<file path="src/rtl/load_store_unit.sv">
// Load/store unit between execute and a 64-bit word-addressable data memory.
// Loads read one word and extract a sign/zero-extended lane; sub-word stores do
// read-modify-write of the containing word; misaligned requests error out with
// no memory traffic.
module load_store_unit #(
    parameter int unsigned ADDR_WIDTH = 64,
    parameter int unsigned DATA_WIDTH = 64
) (
    input  logic                  clk_in,
    input  logic                  reset,
    input  logic                  req_valid,
    output logic                  req_ready,
    input  logic                  req_write,
    input  logic [1:0]            req_size,
    input  logic                  req_unsigned,
    input  logic [ADDR_WIDTH-1:0] req_addr,
    input  logic [DATA_WIDTH-1:0] req_wdata,
    output logic                  resp_valid,
    input  logic                  resp_ready,
    output logic [DATA_WIDTH-1:0] resp_rdata,
    output logic                  resp_err,
    output logic [ADDR_WIDTH-1:0] mem_addr,
    output logic [DATA_WIDTH-1:0] mem_wdata,
    output logic                  mem_write,
    output logic                  mem_read,
    input  logic [DATA_WIDTH-1:0] mem_rdata
);

    typedef enum logic [1:0] {StIdle, StRd, StWr, StDone} state_e;

    state_e                state_q, state_d;
    logic                  write_q, write_d;
    logic [1:0]            size_q, size_d;
    logic                  unsigned_q, unsigned_d;
    logic [2:0]            off_q, off_d;
    logic                  err_q, err_d;
    logic [ADDR_WIDTH-1:0] mem_addr_q, mem_addr_d;
    logic [DATA_WIDTH-1:0] wdata_q, wdata_d;
    logic [DATA_WIDTH-1:0] word_q, word_d;

    // An access is aligned when the offset is a multiple of its byte count.
    function automatic logic is_misaligned(logic [2:0] off, logic [1:0] size);
        case (size)
            2'd0:    return 1'b0;
            2'd1:    return off[0];
            2'd2:    return |off[1:0];
            default: return |off;
        endcase
    endfunction

    function automatic logic [DATA_WIDTH-1:0] extract(logic [DATA_WIDTH-1:0] word,
                                                      logic [2:0] off, logic [1:0] size,
                                                      logic uns);
        logic [DATA_WIDTH-1:0] lane;
        lane = word >> {off, 3'b000};
        case (size)
            2'd0: return uns ? {{(DATA_WIDTH-8){1'b0}}, lane[7:0]}
                             : {{(DATA_WIDTH-8){lane[7]}}, lane[7:0]};
            2'd1: return uns ? {{(DATA_WIDTH-16){1'b0}}, lane[15:0]}
                             : {{(DATA_WIDTH-16){lane[15]}}, lane[15:0]};
            2'd2: return uns ? {{(DATA_WIDTH-32){1'b0}}, lane[31:0]}
                             : {{(DATA_WIDTH-32){lane[31]}}, lane[31:0]};
            default: return lane;
        endcase
    endfunction

    // Little-endian byte-lane replace of the low 2^size bytes of wdata at off.
    function automatic logic [DATA_WIDTH-1:0] merge(logic [DATA_WIDTH-1:0] word,
                                                    logic [DATA_WIDTH-1:0] wdata,
                                                    logic [2:0] off, logic [1:0] size);
        logic [DATA_WIDTH-1:0] res;
        int                    nbytes;
        int                    j;
        res    = word;
        nbytes = 1 << size;
        for (int i = 0; i < 8; i++) begin
            j = i - int'(off);
            if (j >= 0 && j < nbytes) begin
                res[8*i +: 8] = wdata[8*j +: 8];
            end
        end
        return res;
    endfunction

    // Next-state and request capture.
    always_comb begin
        state_d    = state_q;
        write_d    = write_q;
        size_d     = size_q;
        unsigned_d = unsigned_q;
        off_d      = off_q;
        err_d      = err_q;
        mem_addr_d = mem_addr_q;
        wdata_d    = wdata_q;
        word_d     = word_q;
        unique case (state_q)
            StIdle: begin
                if (req_valid) begin
                    write_d    = req_write;
                    size_d     = req_size;
                    unsigned_d = req_unsigned;
                    off_d      = req_addr[2:0];
                    wdata_d    = req_wdata;
                    mem_addr_d = {req_addr[ADDR_WIDTH-1:3], 3'b000};
                    err_d      = is_misaligned(req_addr[2:0], req_size);
                    if (err_d) begin
                        state_d = StDone;
                    end else if (req_write && req_size == 2'd3) begin
                        state_d = StWr;
                    end else begin
                        state_d = StRd;
                    end
                end
            end
            StRd: begin
                word_d  = mem_rdata;
                state_d = write_q ? StWr : StDone;
            end
            StWr: begin
                state_d = StDone;
            end
            StDone: begin
                if (resp_ready) begin
                    state_d = StIdle;
                end
            end
            default: state_d = StIdle;
        endcase
    end

    // State registers; reset aborts whatever operation is in flight.
    always_ff @(posedge clk_in) begin
        if (reset) begin
            state_q    <= StIdle;
            write_q    <= 1'b0;
            size_q     <= 2'd0;
            unsigned_q <= 1'b0;
            off_q      <= 3'd0;
            err_q      <= 1'b0;
            mem_addr_q <= '0;
            wdata_q    <= '0;
            word_q     <= '0;
        end else begin
            state_q    <= state_d;
            write_q    <= write_d;
            size_q     <= size_d;
            unsigned_q <= unsigned_d;
            off_q      <= off_d;
            err_q      <= err_d;
            mem_addr_q <= mem_addr_d;
            wdata_q    <= wdata_d;
            word_q     <= word_d;
        end
    end

    // Outputs decode from registered state; strobes are forced low under reset.
    always_comb begin
        req_ready  = (state_q == StIdle) && !reset;
        resp_valid = (state_q == StDone) && !reset;
        resp_err   = (state_q == StDone) && err_q;
        resp_rdata = '0;
        if (state_q == StDone && !write_q && !err_q) begin
            resp_rdata = extract(word_q, off_q, size_q, unsigned_q);
        end
        mem_addr  = mem_addr_q;
        mem_read  = (state_q == StRd) && !reset;
        mem_write = (state_q == StWr) && !reset;
        mem_wdata = '0;
        if (state_q == StWr) begin
            mem_wdata = (size_q == 2'd3) ? wdata_q : merge(word_q, wdata_q, off_q, size_q);
        end
    end

endmodule

</file>
<file path="config.mk">
export PLATFORM = sky130hd
export DESIGN_NAME = load_store_unit
export DESIGN_NICKNAME = d
export VERILOG_FILES = /design/src/rtl/load_store_unit.sv
export SDC_FILE = /design/constraint.sdc
export NUM_CORES = 1
export LEC_CHECK = 0
export CAP_MARGIN = 20
export CORE_ASPECT_RATIO = 2
export CORE_MARGIN = 4
export CORE_UTILIZATION = 40
export CTS_CLUSTER_SIZE = 24
export DETAILED_ROUTE_END_ITERATION = 16
export GPL_TIMING_DRIVEN = 0
export PLACE_DENSITY = 0.7
export SLEW_MARGIN = 20
export SYNTH_ARGS = -nofsm -noshare
export SYNTH_HDL_FRONTEND = slang
export SYNTH_SLANG_ARGS = --single-unit
export TNS_END_PERCENT = 10
</file>
<file path="constraint.sdc">
create_clock -name clk_in -period 8 [get_ports clk_in]
set_input_delay 1.2 -clock clk_in [delete_from_list [all_inputs] [get_ports clk_in]]
set_output_delay 1.2 -clock clk_in [all_outputs]
set_load 0.005 [all_outputs]
</file>
==> impl_metrics.csv, run 1 <==
group,metric,value,unit
run_status,status,"completed",
layout,drive_gt1_share,11.1,%
global_routing,grt_usage,38.3,%
layout,final_util,55.4,%
clock_tree,cts_buffers,17,
die,die_area,37800,sq um
critical_path,critPathKind,"flip-flop to output port",
routing,vias,14800,
logic_synthesis,synthCells,1594,
placement,gp_congestion,0.977,
logic_synthesis,ys_warn_count,0,
clock_tree,cts_setup_buffers,0,
routing,routed_wl,74900,microns
clock_tree,postCtsResizedCells,0,
clock_tree,htreeDepth,4,
sta,fin_hold_ws,456,ps
die,io_pins,397,
routing,postRouteAntennaNets,0,
logic_synthesis,synth_top_area_cell,"dfxtp_1",
critical_path,cp-start-kind,"flip-flop",
clock_tree,clk_pin_slew_worst_paths,80,ps
clock_tree,cts_tree,"yes",
routing,vias_per_cell,5.99,
worst_hold_path,min_path_type,"flip-flop to flip-flop",
logic_synthesis,syn_area_per_cell,8.67,sq um
global_routing,first_global_vias,15500,
clock_tree,cts_max_path_buffers,2,
critical_path,slowest_stage,"clkdlybuf4s50_1",
sta,fin_crit,7300,ps
die,rows,96,
logic_synthesis,ys.flop_type,"dfxtp_1",
logic_synthesis,ys_top_cells_by_area,"dfxtp_1, mux4_2, mux2i_1",
sta,tightest_slew,1100,ps
logic_synthesis,ys_seq_area_share,28.8,%
placement,post_dp_cell_area,18300,sq um
logic_synthesis,synth_seq_cells,199,
sta,slew_viol_final,0,
power,vdd.ir_drop.worst,173,uV
logic_synthesis,syn_area,13800,sq um
logic_synthesis,synth_top_area_share,28.8,%
global_routing,grt_max_degree,20,
critical_path,end_kind,"output port",
layout,fin_nets,2236,
layout,area_delta_synth_final,37.3,%
sta,max-slew-margin-rel,26.3,%
clock_tree,ctsHoldBuffers,0,
logic_synthesis,yosysUniqueCellTypes,64,
routing,dr.first_iter.drc_count,1222,
die,die-width,139,microns
critical_path,cp.arrival,6100,ps
routing,first_pass_iters,5,
sta,clock_skew,17.4,ps
die,die_h,271,microns
global_routing,antenna_found_initial,0,
sta,period_share,91.2,%
sta,final_hold_viol_count,0,
clock_tree,clockRootBuffer,"clkbuf_16",
logic_synthesis,synth.most_common_cell,"nand2_1",
routing,wl_per_cell,30.4,microns
sta,fmaxAchievable,137,MHz
global_routing,overflow,0,
logic_synthesis,ys_async_sr_fraction,0,%
sta,rsz0062_at_grt,"no",
die,initial_utilization,40.4,%
routing,drc,0,
logic_synthesis,synth_edf_count,0,
power,powerDensity,265,nW/um^2
power,p_leak,6.83,nW
run,max_cap_viol_count,0,
global_routing,grt_pass1_wl,105000,microns
sta,setup_violations,0,
placement,place_hpwl,62100,microns
layout,fill_cells,3307,
placement,port_buffers,392,
logic_synthesis,synthTopCellsByCount,"nand2_1, a21oi_1, dfxtp_1",
critical_path,slowest_delay,630,ps
critical_path,crit_chain,"buf_6, buf_4, buf_4, buf_1, inv_1, ha_1, buf_2, buf_2, clkbuf_1, mux4_2, mux2i_1, a221oi_1, clkdlybuf4s50_1",
die,core_area,34200,sq um
clock_tree,clock_latency,480,ps
clock_tree,clock_sinks,199,
layout,final_area,19000,sq um
critical_path,path_max_fanout,10,
critical_path,crit_required,6800,ps
sta,final.setup.tns,0,ps
==> layout make-up <==
class                   count  area [sq um]  share of cell area (%)
plain buffers             145           688                    3.63
inverters                  48           180                   0.949
clock inverters            14           185                   0.976
repair buffers            394          3940                    20.8
clock buffers              18           429                    2.26
flip-flops and latches    199          3980                    21.0
diodes                      1          2.50                  0.0132
multi-input cells        1204          9020                    47.5
well taps                 441           552                    2.91
==> critical path, delay by kind of cell, from the launching register on <==
| kind | cells | cell delay [ps] |
|---|---|---|
| flip-flops | 1 | 590 |
| multiplexers | 2 | 410 |
| AO/OA/AOI/OAI | 1 | 620 |
| buffers and inverters | 9 | 3560 |
| adder cells (fa/ha/maj) | 1 | 390 |
==> sequential cells by signal (all words and copies together) (netlist names) <==
| signal | cells |
|---|---|
| mem_addr | 61 |
| size_q | 2 |
| write_q | 1 |
| err_q | 1 |
| word_q | 64 |
| wdata_q | 64 |
| off_q | 3 |
| state_q | 2 |
| unsigned_q | 1 |
==> report_power, final <==
group	switching (W)	total, W	internal [W]
registers	0.000351	0.00153	0.00118
logic	0.00147	0.00256	0.00108
clock network	0.000468	0.000946	0.000477
total	0.00229	0.00503	0.00274
==> logic make-up after synthesis <==
family	share of synthesized area (%)
compound gates	18.1
buf+inv	6.28
simple gates	14.9
xor+xnor	0.245
flops	28.8
fa+ha+maj	2.44
mux	29.1
other cells	0.0271
==> per-stage QoR <==
step,total power [W],instances,worst slack (ps)
5_1_grt,0.00522,2463,638
4_1_cts,0.00499,2463,850
3_5_place_dp,0.00405,2431,1350
6_report,0.00503,2464,702
2_1_floorplan,0.00289,1596,3540
3_3_place_gp,0.00399,2429,1080
==> per-layer routing <==
layer  share of wire [%]  global-route usage [%]  vias up  wire length, microns
li1                    -                       -     6569                     -
met1                  29                    33.9     7003                 22100
met2                  53                    71.6      888                 39700
met3                 6.4                    7.07      311                  4810
met4                  11                    34.0        0                  8310
met5                   0                       0        -                     0
==> placed cells by master (no fill, tap or decap), types with 8 or more instances in the layout <==
master	Yosys	routed
nor2_1	119	119
o221ai_1	15	15
buf_6	8	8
ha_1	27	27
clkdlybuf4s50_1	0	392
o211ai_1	8	8
mux2_2	14	14
inv_1	45	45
o21a_1	17	17
clkbuf_16	0	17
a32oi_1	8	8
buf_1	20	20
nand2b_1	10	10
mux4_2	101	101
mux2i_1	146	146
clkbuf_1	81	81
a22oi_1	9	9
o21ai_0	44	44
nand2_1	331	331
o22a_1	8	8
o31a_1	10	10
a21oi_1	214	214
buf_2	21	21
a221oi_1	8	8
nor3_1	11	9
dfxtp_1	199	199
buf_4	15	17
a21oi_2	11	11
a221o_1	8	8
==> path summary, 6_finish.rpt <==
path | slack (ps) | startpoint | end | cells past startpoint
worst min register to register | 460 | mem_addr[3] | mem_addr[3] | 2
worst min-delay path | 460 | mem_addr[3] | mem_addr[3] | 2
worst max-delay path | 700 | off_q[1] | mem_wdata[20] | 13
worst max register to register | 5290 | state_q[1] | word_q[46] | 6
(Power assumes the default switching activity.)
==> inputs of run 2 (changes only) <==
--- a/config.mk
+++ b/config.mk
@@ -5,7 +5,7 @@
 export SDC_FILE = /design/constraint.sdc
 export NUM_CORES = 1
 export LEC_CHECK = 0
-export CAP_MARGIN = 20
+export CAP_MARGIN = 30
 export CORE_ASPECT_RATIO = 2
 export CORE_MARGIN = 4
 export CORE_UTILIZATION = 40
==> impl_metrics.csv, run 2 (synthesis gave the netlist of run 1 again) <==
group,metric,value,unit
die,initial_utilization,40.4,%
layout,diodes,0,
worst_hold_path,min_path_type,"flip-flop to flip-flop",
die,die_area,37800,sq um
sta,final_hold_viol_count,0,
clock_tree,cts_max_path_buffers,2,
global_routing,grt_usage,38.2,%
clock_tree,cts_buffers,17,
power,power_switching,0.00230,W
critical_path,critPathKind,"flip-flop to output port",
routing,vias,14800,
routing,dr.first_iter.drc_count,1238,
clock_tree,clock_latency,480,ps
sta,fmaxAchievable,137,MHz
routing,routed_wl,74600,microns
layout,drive_gt1_share,11.3,%
layout,final_common_cell,"clkdlybuf4s50_1",
power,p_int,0.00272,W
die,die_h,271,microns
power,swShare,45.8,%
clock_tree,cts_tree,"yes",
clock_tree,cts_setup_buffers,0,
power,vdd.ir_drop.worst,179,uV
routing,drc,0,
critical_path,cp-start-kind,"flip-flop",
placement,gp_congestion,0.977,
layout,area_delta_synth_final,37.6,%
routing,postRouteAntennaNets,0,
die,core_area,34200,sq um
power,p_comb_share,51.0,%
critical_path,path_max_fanout,10,
clock_tree,ctsHoldBuffers,0,
run,max_cap_viol_count,0,
sta,final.setup.tns,0,ps
sta,tightest_slew,1040,ps
layout,ff_latch_area,3980,sq um
power,clockPowerShare,18.7,%
sta,period_share,91.0,%
clock_tree,postCtsResizedCells,0,
power,powerDensity,264,nW/um^2
power,power.total,0.00503,W
sta,fin_crit,7280,ps
placement,port_buffers,392,
sta,setup_violations,0,
global_routing,grt_pass1_wl,105000,microns
power,p_leak,6.85,nW
routing,wl_per_cell,30.3,microns
global_routing,grt_max_degree,21,
critical_path,cp.arrival,6080,ps
sta,slew_viol_final,0,
sta,clock_skew,20.2,ps
global_routing,overflow,0,
clock_tree,htreeDepth,4,
global_routing,first_global_vias,15300,
routing,vias_per_cell,5.99,
die,io_pins,397,
power,seqPwrFrac,30.3,%
critical_path,crit_required,6800,ps
sta,max-slew-margin-rel,30.7,%
clock_tree,clock_sinks,199,
placement,place_hpwl,61900,microns
die,rows,96,
layout,fin_nets,2240,
critical_path,end_kind,"output port",
layout,multiInputGateArea,9000,sq um
layout,layout_common_cells,"clkdlybuf4s50_1, nand2_1, a21oi_1",
routing,first_pass_iters,6,
clock_tree,clk_pin_slew_worst_paths,80,ps
run_status,status,"completed",
die,die-width,139,microns
clock_tree,clockRootBuffer,"clkbuf_16",
sta,rsz0062_at_grt,"no",
layout,fill_cells,3256,
global_routing,antenna_found_initial,0,
-- run 2: area by class of cell --
| type | instances | share of cell area (%) |
|---|---|---|
| multi-input combinational | 1204 | 47.4 |
| sequential | 199 | 21.0 |
| timing repair buffer | 398 | 20.9 |
| buffer | 145 | 3.62 |
| tap | 441 | 2.90 |
| clock buffer | 18 | 2.31 |
| clock inverter | 14 | 0.948 |
| inverter | 48 | 0.948 |
-- run 2: worst paths after layout --
check | start | end | slack (ps) | cells past startpoint
max | off_q[1] | mem_wdata[19] | 720 | 13
min | mem_addr[62] | mem_addr[62] | 460 | 2
max reg2reg | state_q[1] | word_q[38] | 5360 | 6
min reg2reg | mem_addr[62] | mem_addr[62] | 460 | 2
-- run 2: power groups by stage --
stage	Clock (W)	Combinational, W	Sequential [W]
after floorplan	0	0.00154	0.00135
after global placement	0	0.00248	0.00152
after detailed placement	0	0.00252	0.00153
after CTS	0.000952	0.00253	0.00150
after global routing	0.000976	0.00270	0.00153
final	0.000938	0.00256	0.00152
-- run 2: stage by stage --
step	instances	hold slack [ps]	util, %	cell area, sq um	worst slack, ps
after CTS	2466	458	55.5	19000	845
after floorplan	1596	446	-	13800	3540
final	2467	458	55.5	19000	721
after global routing	2467	472	55.5	19000	643
after detailed placement	2434	445	53.7	18400	1360
after global placement	2429	442	53.5	18300	1080
-- run 2: critical path, cell delays in order, from the launching register on --
cell	delay, ps
dfxtp_1	580
buf_6	220
buf_4	260
buf_4	320
buf_1	590
inv_1	330
ha_1	380
buf_2	260
buf_2	380
clkbuf_1	550
mux4_2	350
mux2i_1	80
a221oi_1	620
clkdlybuf4s50_1	640
-- run 2: per-layer routing --
layer | track usage [%] | routed length (microns) | vias up
met5 | 0 | 0 | -
met4 | 33.2 | 8180 | 0
met2 | 72.1 | 39600 | 917
met1 | 33.9 | 22400 | 6972
li1 | - | - | 6576
met3 | 6.70 | 4470 | 306
